`src/rtl/fifo.sv`:
```
// Packet-aware synchronous FIFO: each entry carries {sop, eop, data}, with a
// registered one-cycle read port, overflow pulse on dropped writes and async active-low reset.
module fifo #(
    parameter int fifo_data_width      = 16,
    parameter int fifo_num_of_priority = 8,
    parameter int fifo_length          = 32
) (
    input  logic                       clk,
    input  logic                       rst,
    input  logic                       next_data,
    input  logic                       wr_sop,
    input  logic                       wr_eop,
    input  logic                       wr_vld,
    input  logic [fifo_data_width-1:0] wr_data,
    output logic                       ready,
    output logic                       overflow,
    output logic                       sop,
    output logic                       eop,
    output logic                       vld,
    output logic [fifo_data_width-1:0] out_data
);
    localparam int PW = $clog2(fifo_length);
    localparam int CW = $clog2(fifo_length + 1);
    localparam int EW = fifo_data_width + 2;

    // The priority count is reserved; only sanity-checked here.
    if (fifo_length < 2 || (fifo_length & (fifo_length - 1)) != 0 || fifo_num_of_priority < 1) begin : g_bad_params
        $error("fifo: fifo_length must be a power of two >= 2");
    end

    logic [EW-1:0]              mem [fifo_length];
    logic [PW-1:0]              wr_ptr_reg;
    logic [PW-1:0]              rd_ptr_reg;
    logic [CW-1:0]              count_reg;
    logic                       pend_sop_reg;
    logic                       overflow_reg;
    logic                       vld_reg;
    logic                       sop_reg;
    logic                       eop_reg;
    logic [fifo_data_width-1:0] data_reg;

    logic full;
    logic do_pop;
    logic do_wr;

    assign full   = (count_reg == CW'(fifo_length));
    assign do_pop = next_data && (count_reg != '0);
    // A full FIFO still accepts a write when a pop frees a slot in the same cycle.
    assign do_wr  = wr_vld && (!full || do_pop);

    always_ff @(posedge clk) begin
        if (do_wr) begin
            mem[wr_ptr_reg] <= {wr_sop | pend_sop_reg, wr_eop, wr_data};
        end
    end

    always_ff @(posedge clk or negedge rst) begin
        if (!rst) begin
            wr_ptr_reg   <= '0;
            rd_ptr_reg   <= '0;
            count_reg    <= '0;
            pend_sop_reg <= 1'b0;
            overflow_reg <= 1'b0;
            vld_reg      <= 1'b0;
            sop_reg      <= 1'b0;
            eop_reg      <= 1'b0;
            data_reg     <= '0;
        end else begin
            if (do_wr) begin
                wr_ptr_reg <= wr_ptr_reg + PW'(1);
            end
            if (do_pop) begin
                rd_ptr_reg <= rd_ptr_reg + PW'(1);
            end
            case ({do_wr, do_pop})
                2'b10:   count_reg <= count_reg + CW'(1);
                2'b01:   count_reg <= count_reg - CW'(1);
                default: count_reg <= count_reg;
            endcase
            if (do_wr) begin
                pend_sop_reg <= 1'b0;
            end else if (wr_sop && !wr_vld) begin
                pend_sop_reg <= 1'b1;
            end
            overflow_reg <= wr_vld && full && !do_pop;
            vld_reg      <= do_pop;
            if (do_pop) begin
                {sop_reg, eop_reg, data_reg} <= mem[rd_ptr_reg];
            end else begin
                sop_reg <= 1'b0;
                eop_reg <= 1'b0;
            end
        end
    end

    assign ready    = (count_reg != '0);
    assign overflow = overflow_reg;
    assign vld      = vld_reg;
    assign sop      = sop_reg;
    assign eop      = eop_reg;
    assign out_data = data_reg;
endmodule

```
`config.mk`:
```
export PLATFORM = sky130hd
export DESIGN_NAME = fifo
export DESIGN_NICKNAME = d
export VERILOG_FILES = /design/src/rtl/fifo.sv
export SDC_FILE = /design/constraint.sdc
export NUM_CORES = 1
export LEC_CHECK = 0
export ABC_AREA = 1
export CAP_MARGIN = 5
export CORE_MARGIN = 8
export CORE_UTILIZATION = 40
export DETAILED_ROUTE_END_ITERATION = 10
export HOLD_SLACK_MARGIN = 0.15
export PLACE_DENSITY = 0.64
export SLEW_MARGIN = 20
export SYNTH_ARGS = -nofsm -noshare
export SYNTH_HDL_FRONTEND = slang
export SYNTH_SLANG_ARGS = --single-unit
```
`constraint.sdc`:
```
create_clock -name clk -period 5.8 [get_ports clk]
set_input_delay 1.16 -clock clk [delete_from_list [all_inputs] [get_ports clk]]
set_output_delay 1.16 -clock clk [all_outputs]
set_load 0.05 [all_outputs]
```
==> results of run 1 <==
layout make-up:
type | instances | area, µm² | area share, %
Sequential cell | 613 | 18200 | 66.9
Tap cell | 782 | 978 | 3.59
Multi-Input combinational cell | 1111 | 5490 | 20.1
Clock inverter | 33 | 349 | 1.28
Inverter | 26 | 108 | 0.395
Clock buffer | 79 | 1610 | 5.92
Timing Repair Buffer | 59 | 490 | 1.80
power by group:
part           internal (µW)  leakage, µW  switching, µW  total (µW)
combinational           1170      0.00216           3250        4420
clock                   2230     0.000942           1660        3880
sequential              5220      0.00563            285        5510
total                   8610      0.00874           5190       13800
critical path, stage by stage:
cell and delay [ps]:
sky130_fd_sc_hd__clkdlybuf4s50_1 730, sky130_fd_sc_hd__nand2_8 180, sky130_fd_sc_hd__inv_4 300, sky130_fd_sc_hd__nor2_4 80
sky130_fd_sc_hd__nor2_8 200, sky130_fd_sc_hd__nand2_1 560, sky130_fd_sc_hd__nor2_2 1000
cell families after synthesis:
kind of cell	after synthesis	synth area share, %
AO/OA/AOI/OAI	455	10.5
XOR/XNOR	11	0.397
adder cells (fa/ha/maj)	6	0.309
buffers and inverters	145	2.69
flip-flops	613	75.0
AND/OR/NAND/NOR	639	11.0
worst max-delay path by stage:
stage / endpoint / depth (start not counted) / slack, ps / start
5_1_grt: mem[1][7] / 7 / 1720 / next_data
2_1_floorplan: mem[31][0] / 9 / 2630 / next_data
3_3_place_gp: mem[1][7] / 7 / 1300 / next_data
3_5_place_dp: mem[1][7] / 7 / 1220 / next_data
4_1_cts: mem[1][7] / 7 / 1860 / next_data
6_report: mem[1][9] / 7 / 1810 / next_data
synth_stat cells (3+ instances only):
library cell / instances / share of area, %
sky130_fd_sc_hd__edfxtp_1: 576 / 71
sky130_fd_sc_hd__nor2_1: 389 / 6.0
sky130_fd_sc_hd__o21ai_0: 292 / 6.0
sky130_fd_sc_hd__nand2_1: 140 / 2.2
sky130_fd_sc_hd__o22ai_1: 76 / 2.0
sky130_fd_sc_hd__clkbuf_1: 59 / 0.91
sky130_fd_sc_hd__o211ai_1: 57 / 1.8
sky130_fd_sc_hd__nand3_1: 54 / 1.1
sky130_fd_sc_hd__buf_2: 46 / 0.95
sky130_fd_sc_hd__nand4_1: 39 / 1.0
sky130_fd_sc_hd__dfrtp_1: 37 / 3.8
sky130_fd_sc_hd__inv_1: 16 / 0.25
sky130_fd_sc_hd__o21ai_1: 15 / 0.31
sky130_fd_sc_hd__o221ai_1: 11 / 0.40
sky130_fd_sc_hd__xor2_1: 10 / 0.36
sky130_fd_sc_hd__buf_4: 6 / 0.19
sky130_fd_sc_hd__ha_1: 6 / 0.31
sky130_fd_sc_hd__buf_1: 4 / 0.062
sky130_fd_sc_hd__clkinv_1: 4 / 0.062
sky130_fd_sc_hd__inv_2: 4 / 0.062
sky130_fd_sc_hd__a21oi_1: 3 / 0.062
sky130_fd_sc_hd__buf_6: 3 / 0.14
sky130_fd_sc_hd__nor2_2: 3 / 0.077
metrics by stage:
| step | utilization (%) | cell area [µm²] | instances | power (µW) |
|---|---|---|---|---|
| floorplan | - | 24300 | 1869 | 8400 |
| global placement | 42.1 | 25300 | 2591 | 9920 |
| detailed placement | 42.1 | 25300 | 2591 | 9980 |
| CTS | 45.3 | 27300 | 2703 | 13800 |
| global route | 45.3 | 27300 | 2703 | 14400 |
| finish | 45.3 | 27300 | 2703 | 13800 |
layer usage:
metal  wire length [µm]  GRT usage [%]
met5                  0              0
met4               2020           6.75
met3               4860           2.79
met2              29800           28.7
met1              26100           24.0
==> results_dict.tcl, run 1 <==
set metrics [dict create \
    outcome "complete, no violations" \
    synth_warnings 0 \
    vdd_ir_drop_max_mv 0.314 \
    global_route_wire_length_before_repair_um 93900 \
    detail_route.iter0.violations 1722 \
    postCtsHoldBufs 0 \
    routed_wl_um 62800 \
    routed_wire_length_per_instance_um 23.2 \
    hold_path_depth 2 \
    width_of_the_chip_um 262 \
    setup_tns_ps 0 \
    flow.area_growth_from_synthesis_pct 12.3 \
    critical_path_arrival_ps 4240 \
    worst_hold_path_type "reg2reg" \
    hold-worst-slack_ps 491 \
    drt-pass1-iter-count 5 \
    nets_final 1899 \
    period_minus_slack_ps 3990 \
    synth_cell_area_um2 24300 \
    floorplan.core_area_um2 60100 \
    r2r_slack_ps 2270 \
    gr-usage-all-layers_pct 17.7 \
    max_clock_freq_mhz 251 \
    synth_flop_cell "sky130_fd_sc_hd__edfxtp_1" \
    r2r_start "rd_ptr_reg[1]" \
    vias 15300 \
    crit_required_ps 6050 \
    number_of_port_buffers 42 \
    worst_setup_path_end_kind "flip-flop" \
    worst_hold_path_ep "out_data[3]" \
    design.portCount 43 \
    grt_setup_unrepaired "false" \
    cts_setup_buffers 0 \
    layout_common_cells "sky130_fd_sc_hd__edfxtp_1 (576), sky130_fd_sc_hd__nor2_1 (356), sky130_fd_sc_hd__o21ai_0 (292)" \
    ant_cells 0 \
    maxCapViolations 0 \
    synth_async_sr_flop_share_pct 6.04 \
    finClkSkew_ps 27.1 \
    post-route-worst-setup-slack_ps 1810 \
    route.detailed.drc 0 \
    power.leakage_uw 0.00874 \
    worst_pin_slew_ps 1170 \
    finalHoldViolCount 0 \
    synth_sequential_area_ratio_pct 75.0 \
    syn-mean-instance-area_um2 13.0 \
    grt_max_degree 182 \
    cts_inserted_buffers 60 \
    clock_tree_from_tritoncts "yes" \
    critPathKind "in2reg" \
    final.period_utilization_pct 68.8 \
    final_max_slew_viol_count 0 \
    layout_commonest_cell "sky130_fd_sc_hd__edfxtp_1" \
    clkLatencyLatePin_ps 640 \
    chipHeight_um 262 \
    slew_headroom_pct 21.9 \
    critical_path.max_fanout 25 \
    clock_sinks 613 \
    preCtsSetupSlack_ps 1220 \
    holdCritStartpoint "out_data[3]" \
    fill_count 5279 \
    worstSetupStartpointType "input pin" \
    fp.dieArea_um2 68800 \
    cts-root-buf "sky130_fd_sc_hd__clkbuf_16" \
    ff2ff_path_depth 8 \
    worstReg2RegEnd "out_data[7]" \
    max_reg_flops 576 \
    cts_max_level 2 \
    power_density_nw_per_um2 507 \
    yosys_register_bits 613 \
    setup_viol 0 \
    synth_cell_type_count 37 \
    grt-ovfl-total 0 \
    clk_pin_slew_ps 60 \
    vias_per_cell 5.65 \
    clock_path_buffers 3 \
    synth_enable_flop_cells 576 \
    hpwl_um 36100 \
    synth_fp_nets 1897 \
    grt_pass1_vias 14800 \
    place_congestion 0.878 \
    ant_nets 0 \
    grt_antenna_before_repair 1 \
    post_synth_inst_count 1869 \
    initial_utilization_pct 40.4 \
    fp-row-count 90 \
    post_cts_sizing_count 0 \
    layout-drive-gt1-share_pct 9.11 \
]
No activity file was read; power rests on OpenSTA's default activity.
==> run 2: changes to the inputs <==
Settings changed: PLACE_DENSITY 0.64 to 0.66.
Clock period 5.8 ns to 3.4 ns, I/O delays scaled along.
==> run 2 against run 1 <==
Clock-buffer cell count shrank 10. Critical path depth fell by 4. Largest cell class unchanged. Flip-flop and latch count is the same. Design area grew 2.4%. Register-to-register slack got worse by 1600 ps. Wire length is 1.2% lower. Total power is 71% higher.
==> results_dict.tcl, run 2 (synthesis results as in run 1) <==
set metrics [dict create \
    outcome "complete, no violations" \
    number_of_port_buffers 42 \
    critical_path.max_fanout 7 \
    power_density_nw_per_um2 845 \
    floorplan.core_area_um2 60100 \
    worst_hold_path_type "in2async" \
    cts_max_level 2 \
    post-route-worst-setup-slack_ps 549 \
    grt_max_degree 125 \
    hpwl_um 37500 \
    finalHoldViolCount 0 \
    final_core_utilization_pct 46.4 \
    preCtsSetupSlack_ps 406 \
    worstSetupStartpointType "flip-flop" \
    ant_cells 0 \
    worst_setup_path_end_kind "output port" \
    crit_required_ps 2720 \
    worstReg2RegEnd "sop" \
    post_cts_sizing_count 0 \
    postCtsHoldBufs 0 \
    grt_pass1_vias 15400 \
    critical_path_arrival_ps 2170 \
    vdd_ir_drop_max_mv 0.514 \
    clkLatencyLatePin_ps 620 \
    grt_antenna_before_repair 0 \
    design.portCount 43 \
    final_max_slew_viol_count 0 \
    ff2ff_path_depth 8 \
    route.detailed.drc 0 \
    drt-pass1-iter-count 8 \
    vias 15600 \
    max_clock_freq_mhz 351 \
    finClkSkew_ps 17.0 \
    sequential_cell_area_um2 18200 \
    layout-drive-gt1-share_pct 10.8 \
    cpMaxStageDelayCell "sky130_fd_sc_hd__clkdlybuf4s50_1" \
    layout_commonest_cell "sky130_fd_sc_hd__edfxtp_1" \
    clock_tree_from_tritoncts "yes" \
    routed_wire_length_per_instance_um 22.5 \
    maxCapViolations 0 \
    period_minus_slack_ps 2850 \
    setup_viol 0 \
    setup_tns_ps 0 \
    cts-root-buf "sky130_fd_sc_hd__clkbuf_16" \
    r2r_slack_ps 640 \
    r2r_start "rd_ptr_reg[1]" \
    chipHeight_um 262 \
    width_of_the_chip_um 262 \
    grt_setup_unrepaired "false" \
    initial_utilization_pct 40.4 \
    place_congestion 0.913 \
    clock_path_buffers 3 \
    worst_pin_slew_ps 907 \
    nets_final 1962 \
    cts_inserted_buffers 59 \
    max_reg_flops 576 \
    clock_sinks 613 \
    layout_common_cells "sky130_fd_sc_hd__edfxtp_1 (576), sky130_fd_sc_hd__nor2_1 (358), sky130_fd_sc_hd__o21ai_0 (292)" \
    power.leakage_uw 0.00908 \
    multi_input_comb_area_um2 5490 \
    detail_route.iter0.violations 1783 \
    flow.area_growth_from_synthesis_pct 14.9 \
    critical-path-top-delay-family "buffers and inverters" \
    vias_per_cell 5.65 \
    grt-ovfl-total 0 \
    critPathKind "reg2out" \
    gr-usage-all-layers_pct 17.5 \
    cp.buffers_inverters 1 \
    fp.dieArea_um2 68800 \
    routed_wl_um 62000 \
    final.period_utilization_pct 83.8 \
    path_cells "nor2_2 -> nand3_4 -> clkdlybuf4s50_1" \
    worst_path_largest_cell_delay_ps 750 \
    fill_count 5278 \
    clk_pin_slew_ps 60 \
    slew_headroom_pct 39.5 \
    ant_nets 0 \
    critical_path.startpoint "count_reg[1]" \
    fp-row-count 90 \
    cts_setup_buffers 0 \
    global_route_wire_length_before_repair_um 93700 \
]
==> run 2: changes by cell type in the layout (fill, tap and decap cells not counted), sizes merged <==
cell / previous run / this run
clkdlybuf4s50: 28 / 41
clkinvlp: 6 / 2
inv: 24 / 23
buf: 31 / 82
clkbuf: 79 / 69
clkinv: 23 / 31
==> run 2: final cells by class <==
cell class | instances | share of cell area, %
inverters | 26 | 0.386
well taps | 782 | 3.51
flip-flops and latches | 613 | 65.3
repair buffers | 123 | 4.39
clock buffers | 69 | 5.58
clock inverters | 36 | 1.14
multi-input cells | 1111 | 19.7
==> run 2: layer usage <==
metal | GRT usage, % | vias to the layer above | wire (µm)
li1 | - | 7012 | -
met3 | 4.80 | 120 | 5480
met2 | 27.9 | 657 | 29000
met5 | 0 | - | 0
met1 | 23.1 | 7811 | 25600
met4 | 5.73 | 0 | 1920
==> run 2: how the worst max path moves through the flow <==
stage / to / slack [ps] / cells after the start
floorplan: mem[31][0] / 710 / 9
global placement: mem[11][8] / 440 / 10
detailed placement: mem[15][0] / 410 / 10
CTS: ready / 510 / 3
global route: ready / 460 / 3
finish: ready / 550 / 3
==> run 2: worst reg2reg max path, delay by kind of cell (launching register included) <==
family                 cells  cell delay, ps
AND/OR/NAND/NOR            2             310
flip-flops                 1             640
buffers and inverters      2             780
AO/OA/AOI/OAI              4             940
==> run 2: where the power goes <==
group / total, µW / switching, µW / internal (µW)
clock network: 6380 / 2690 / 3690
logic: 7830 / 5650 / 2190
registers: 9350 / 457 / 8900
==> run 2: stage by stage <==
stage	power, µW	instance area [µm²]	hold slack, ps	std cells
5_1_grt	24700	27900	245	2760
3_5_place_dp	17300	26000	471	2655
6_report	23600	27900	201	2760
2_1_floorplan	14300	24300	384	1869
3_3_place_gp	17100	26000	465	2655
4_1_cts	23600	27900	196	2760
